[src/rtl/ll_req_queue.sv]
// ll_req_queue: host-side request FIFO in front of the linked-list request/response
// interface. Requests are tagged with a wrapping ID and issued one at a time. Each
// response is returned to the host through a single-entry valid/ready register.
// Build with LL_REQ_QUEUE_STATS_EN defined to add the issued/error statistics counters.
module ll_req_queue #(
    parameter int DEPTH        = 4,
    parameter int PTR_WD       = 8,
    parameter int WR_DATA_WD   = 32,
    parameter int REQ_TYPE_WD  = 4,
    parameter int RESP_TYPE_WD = 4,
    parameter int ID_WD        = 4
`ifdef LL_REQ_QUEUE_STATS_EN
    ,
    parameter logic [RESP_TYPE_WD-1:0] RESP_ERR = '0
`endif
) (
    input  logic                    clk,
    input  logic                    reset_n,
    input  logic                    host_req_vld,
    output logic                    host_req_rdy,
    input  logic [REQ_TYPE_WD-1:0]  host_req_type,
    input  logic [PTR_WD-1:0]       host_req_pos,
    input  logic [WR_DATA_WD-1:0]   host_req_data,
    output logic                    host_resp_vld,
    input  logic                    host_resp_rdy,
    output logic [RESP_TYPE_WD-1:0] host_resp_type,
    output logic [WR_DATA_WD-1:0]   host_resp_data,
    output logic                    host_resp_data_vld,
    output logic [ID_WD-1:0]        host_resp_id,
    output logic                    req_vld,
    output logic [REQ_TYPE_WD-1:0]  req_type,
    output logic [PTR_WD-1:0]       req_pos,
    output logic [WR_DATA_WD-1:0]   req_data,
    input  logic                    intf_ready,
    input  logic                    resp_vld,
    input  logic [RESP_TYPE_WD-1:0] resp_type,
    input  logic [WR_DATA_WD-1:0]   resp_data,
    input  logic                    resp_data_vld,
    output logic                    resp_taken,
    output logic [$clog2(DEPTH):0]  q_count
`ifdef LL_REQ_QUEUE_STATS_EN
    ,
    input  logic                    stat_clr,
    output logic [15:0]             stat_issued,
    output logic [15:0]             stat_errors
`endif
);

    localparam int AW = $clog2(DEPTH);
    localparam int CW = AW + 1;

    typedef enum logic [1:0] {IDLE, ISSUE, WAIT, GAP} state_t;

    state_t                  state;
    logic [REQ_TYPE_WD-1:0]  mem_type [DEPTH];
    logic [PTR_WD-1:0]       mem_pos  [DEPTH];
    logic [WR_DATA_WD-1:0]   mem_data [DEPTH];
    logic [ID_WD-1:0]        mem_id   [DEPTH];
    logic [AW-1:0]           wr_ptr;
    logic [AW-1:0]           rd_ptr;
    logic [ID_WD-1:0]        id_cnt;
    logic [ID_WD-1:0]        inflight_id;
    logic [CW-1:0]           count_next;
    logic                    push;
    logic                    pop;
    logic                    capture;

    assign push    = host_req_vld && host_req_rdy;
    // The head is only popped when IDLE launches it, so pop never sees an empty FIFO.
    assign pop     = (state == IDLE) && (q_count != '0) && intf_ready;
    // The response may be taken when the output register is free or draining this cycle.
    assign capture = (state == WAIT) && resp_vld && (!host_resp_vld || host_resp_rdy);

    // Next occupancy; a simultaneous push and pop leaves it unchanged.
    always_comb begin
        count_next = q_count;
        if (push && !pop) begin
            count_next = q_count + 1'b1;
        end else if (!push && pop) begin
            count_next = q_count - 1'b1;
        end
    end

    // FIFO storage: written on push, never reset (contents are qualified by q_count).
    always_ff @(posedge clk) begin
        if (push) begin
            mem_type[wr_ptr] <= host_req_type;
            mem_pos[wr_ptr]  <= host_req_pos;
            mem_data[wr_ptr] <= host_req_data;
            mem_id[wr_ptr]   <= id_cnt;
        end
    end

    // FIFO pointers, occupancy, registered ready and the wrapping request tag.
    always_ff @(posedge clk) begin
        if (!reset_n) begin
            wr_ptr       <= '0;
            rd_ptr       <= '0;
            q_count      <= '0;
            host_req_rdy <= 1'b1;
            id_cnt       <= '0;
        end else begin
            if (push) begin
                wr_ptr <= wr_ptr + 1'b1;
                id_cnt <= id_cnt + 1'b1;
            end
            if (pop) begin
                rd_ptr <= rd_ptr + 1'b1;
            end
            q_count      <= count_next;
            host_req_rdy <= (count_next != CW'(DEPTH));
        end
    end

    // Issue/wait sequencer with registered interface outputs and the host response register.
    always_ff @(posedge clk) begin
        if (!reset_n) begin
            state              <= IDLE;
            req_vld            <= 1'b0;
            req_type           <= '0;
            req_pos            <= '0;
            req_data           <= '0;
            inflight_id        <= '0;
            resp_taken         <= 1'b0;
            host_resp_vld      <= 1'b0;
            host_resp_type     <= '0;
            host_resp_data     <= '0;
            host_resp_data_vld <= 1'b0;
            host_resp_id       <= '0;
        end else begin
            req_vld    <= 1'b0;
            resp_taken <= 1'b0;
            if (host_resp_rdy) begin
                host_resp_vld <= 1'b0;
            end
            case (state)
                IDLE: begin
                    if (pop) begin
                        req_vld     <= 1'b1;
                        req_type    <= mem_type[rd_ptr];
                        req_pos     <= mem_pos[rd_ptr];
                        req_data    <= mem_data[rd_ptr];
                        inflight_id <= mem_id[rd_ptr];
                        state       <= ISSUE;
                    end
                end
                ISSUE: begin
                    state <= WAIT;
                end
                WAIT: begin
                    if (capture) begin
                        host_resp_vld      <= 1'b1;
                        host_resp_type     <= resp_type;
                        host_resp_data     <= resp_data;
                        host_resp_data_vld <= resp_data_vld;
                        host_resp_id       <= inflight_id;
                        resp_taken         <= 1'b1;
                        state              <= GAP;
                    end
                end
                GAP: begin
                    // One dead cycle so a still-high resp_vld or stale intf_ready is ignored.
                    req_type <= '0;
                    req_pos  <= '0;
                    req_data <= '0;
                    state    <= IDLE;
                end
                default: begin
                    state <= IDLE;
                end
            endcase
        end
    end

`ifdef LL_REQ_QUEUE_STATS_EN
    // Saturating issue and error counters; clear overrides a same-cycle increment.
    always_ff @(posedge clk) begin
        if (!reset_n || stat_clr) begin
            stat_issued <= '0;
            stat_errors <= '0;
        end else begin
            if (pop && (stat_issued != 16'hFFFF)) begin
                stat_issued <= stat_issued + 1'b1;
            end
            if (capture && (resp_type == RESP_ERR) && (stat_errors != 16'hFFFF)) begin
                stat_errors <= stat_errors + 1'b1;
            end
        end
    end
`endif

endmodule

[config.mk]
export PLATFORM = sky130hd
export DESIGN_NAME = ll_req_queue
export DESIGN_NICKNAME = d
export VERILOG_FILES = /design/src/rtl/ll_req_queue.sv
export SDC_FILE = /design/constraint.sdc
export NUM_CORES = 1
export LEC_CHECK = 0
export CORE_ASPECT_RATIO = 2
export CORE_UTILIZATION = 57
export DETAILED_ROUTE_END_ITERATION = 12
export PLACE_DENSITY = 0.84
export SKIP_CTS_REPAIR_TIMING = 1
export SLEW_MARGIN = 20
export SYNTH_ARGS = -nofsm -noshare
export SYNTH_HDL_FRONTEND = slang
export SYNTH_SLANG_ARGS = --single-unit
[constraint.sdc]
create_clock -name clk -period 4.5 [get_ports clk]
set_input_delay 0.675 -clock clk [delete_from_list [all_inputs] [get_ports clk]]
set_output_delay 0.675 -clock clk [all_outputs]
set_load 0.005 [all_outputs]
==> impl_metrics.env <==
export IMPL_avgRoutedWirePerCell_um=19.7
export IMPL_synth_seq_cells=300
export IMPL_seq_area_frac_synth_pct=71.2
export IMPL_cts_htree_levels=1
export IMPL_maxCapViolCount=0
export IMPL_antenna_found_initial=0
export IMPL_p_per_area_mw_per_mm2=538
export IMPL_reg2regPathDepth=7
export IMPL_async_flop_share_pct=0
export IMPL_final_antenna_net_count=0
export IMPL_num_antenna_cells=0
export IMPL_hold_depth=2
export IMPL_gp_congestion=0.773
export IMPL_final_cell_mix="192 x edfxtp_1, 178 x clkdlybuf4s50_1, 106 x dfxtp_1"
export IMPL_relSlewSlack_pct=39.9
export IMPL_routed_wl_um=22700
export IMPL_synth_area_leaders="edfxtp_1 52%, dfxtp_1 19%, mux4_2 9.7%, a22oi_2 4.4%, nand2_1 3.3%"
export IMPL_leakagePower_nw=4.55
export IMPL_grt_max_degree=65
export IMPL_crit_chain="inv_1 > ha_1 > nor2b_2 > nor3_4 > buf_4 > a22oi_1 > nor2_1"
export IMPL_drive_gt1_share_pct=17.4
export IMPL_syn_area_mm2=0.0111
export IMPL_area_growth_pct=25.4
export IMPL_layout_commonest_cell="edfxtp_1"
export IMPL_cts_path_max_buffers=3
export IMPL_rsz0062_at_grt="false"
export IMPL_crit_buf_inv=2
export IMPL_die_height_um=200
export IMPL_status="completed"
export IMPL_setup_violations=0
export IMPL_critPathKind="reg -> reg"
export IMPL_clk_latency_ns=0.52
export IMPL_route_detailed_drc=0
export IMPL_grt_pass1_wl_um=34900
export IMPL_cp_depth=7
export IMPL_critPathMaxFanout=44
export IMPL_fin_crit_sh_pct=50.2
export IMPL_synthFlopType="edfxtp_1"
export IMPL_yosysTopAreaCell="edfxtp_1"
export IMPL_crit_path_end="req_type[2]"
export IMPL_cts_buffers=24
export IMPL_skew_ns=0.0118
export IMPL_core_area_mm2=0.0192
export IMPL_fin_tns_setup_ns=0
export IMPL_fmax_mhz=443
export IMPL_critPathLaunch="q_count[0]"
export IMPL_io_buffers=178
export IMPL_cts_tree="done"
export IMPL_reg2reg_slack_ns=2.24
export IMPL_syn_num_nets=798
export IMPL_yosys_warnings=0
export IMPL_cts_root_buf="clkbuf_16"
export IMPL_viasPerCell=5.59
export IMPL_reg2reg_to="req_type[2]"
export IMPL_final_cells=1150
export IMPL_critPathTopFamily="buffers and inverters"
export IMPL_min_period_ns=2.26
export IMPL_clock_sinks=300
export IMPL_worst_pin_slew_ns=0.901
export IMPL_grt_pass1_vias=6504
export IMPL_ir_drop_mv=0.449
export IMPL_startpoint_type="register"
export IMPL_overflow=0
export IMPL_cpPeakStageDelay_ns=0.67
export IMPL_slew_viol_final=0
export IMPL_die_area_mm2=0.0201
export IMPL_end_kind="register"
export IMPL_clkTransAtPathRegs_ns=0.07
export IMPL_start_util_pct=58.0
export IMPL_drtPass1Iterations=4
export IMPL_yosysUniqueCellTypes=44
export IMPL_cp_slowest_cell="buf_4"
export IMPL_dpl_hpwl_um=14000
export IMPL_ios=179
export IMPL_finalHoldViolations=0
export IMPL_drt_iter0_drc=427
export IMPL_critPathRequiredTime_ns=4.95
export IMPL_hold_class="reg -> reg"
export IMPL_synthCells=700
export IMPL_syn_avg_cell_area_um2=15.9
export IMPL_post_place_cells=1106
export IMPL_worstReg2RegStart="q_count[0]"
export IMPL_synth_edff_count=192
export IMPL_arrival_ns=2.71
export IMPL_yosysTopAreaCellShare_pct=51.8
export IMPL_nNetsFinal=971
export IMPL_fp_row_count=72
export IMPL_fp_dieW_um=101
export IMPL_grtUsageTotal_pct=23.3
export IMPL_vias=6433
-- cells in the mapped netlist (all sizes together), types with 4 or more instances --
cell / n
inv: 8
a22oi: 45
edfxtp: 192
clkbuf: 16
nand2: 100
a21oi: 52
and3: 5
nor3: 4
ha: 11
buf: 25
mux4: 48
dfxtp: 108
nor2: 55
-- kinds of logic after synthesis --
group                    after synthesis  synth area share (%)
XOR/XNOR                               6                 0.472
AO/OA/AOI/OAI                        109                  8.05
AND/OR/NAND/NOR                      177                  6.69
adder cells (fa/ha/maj)               11                  1.24
buffers and inverters                 49                  2.63
multiplexers                          48                  9.71
flip-flops                           300                  71.2
-- area by class of cell --
type	instances	area (um2)
Clock buffer	28	647
Clock inverter	16	243
Fill cell	1191	5230
Inverter	8	31.3
Multi-Input combinational cell	351	2920
Sequential cell	300	7940
Tap cell	259	324
Timing Repair Buffer	188	1860
-- where the power goes --
| group | internal, W | switching (W) |
|---|---|---|
| combinational | 0.000872 | 0.000779 |
| sequential | 0.00324 | 0.000290 |
| clock | 0.00138 | 0.000948 |
| total | 0.00549 | 0.00202 |
-- state kept, by name, summed over array words and instances, names as in the netlist, 2 cells and up, named ones only --
| register | cells |
|---|---|
| rd_ptr | 2 |
| req_pos | 8 |
| inflight_id | 4 |
| host_resp_id | 4 |
| wr_ptr | 2 |
| req_data | 32 |
| q_count | 3 |
| state | 2 |
| id_cnt | 4 |
| req_type | 4 |
| host_resp_data | 32 |
| mem_data | 128 |
| mem_pos | 32 |
| mem_type | 16 |
| mem_id | 16 |
| host_resp_type | 4 |
-- worst min-delay path, cell delays in order (launching register included) --
cell,delay [ns]
dfxtp_1,0.31
nand2_1,0.05
a21oi_1,0.05
-- worst min-delay path by stage --
| stage | startpoint | to | slack [ns] |
|---|---|---|---|
| after floorplan | inflight_id[0] | host_resp_id[0] | 0.43 |
| after global placement | inflight_id[0] | host_resp_id[0] | 0.44 |
| after detailed placement | inflight_id[1] | host_resp_id[1] | 0.44 |
| after CTS | inflight_id[1] | host_resp_id[1] | 0.45 |
| after global routing | host_resp_data[4] | host_resp_data[4] | 0.47 |
| final | inflight_id[1] | host_resp_id[1] | 0.45 |
-- stage by stage --
step / hold slack (ns) / worst slack (ns) / cell area (um2) / utilization, % / total power, W
2_1_floorplan: 0.432 / 2.22 / 11100 / - / 0.00466
3_3_place_gp: 0.438 / 1.75 / 13100 / 68.1 / 0.00518
3_5_place_dp: 0.444 / 1.72 / 13100 / 68.1 / 0.00523
4_1_cts: 0.454 / 2.26 / 14000 / 72.7 / 0.00758
5_1_grt: 0.475 / 2.09 / 14000 / 72.7 / 0.00782
6_report: 0.451 / 2.24 / 14000 / 72.7 / 0.00751
-- routing by layer --
layer / global-route usage (%) / wire length [um] / up-vias
met1: 26.6 / 7890 / 3135
met2: 42.6 / 12500 / 273
met4: 10.1 / 825 / 0
li1: - / - / 2961
met5: 0 / 0 / -
met3: 3.74 / 1470 / 64
Note: power is estimated with default switching activity, not from simulation.
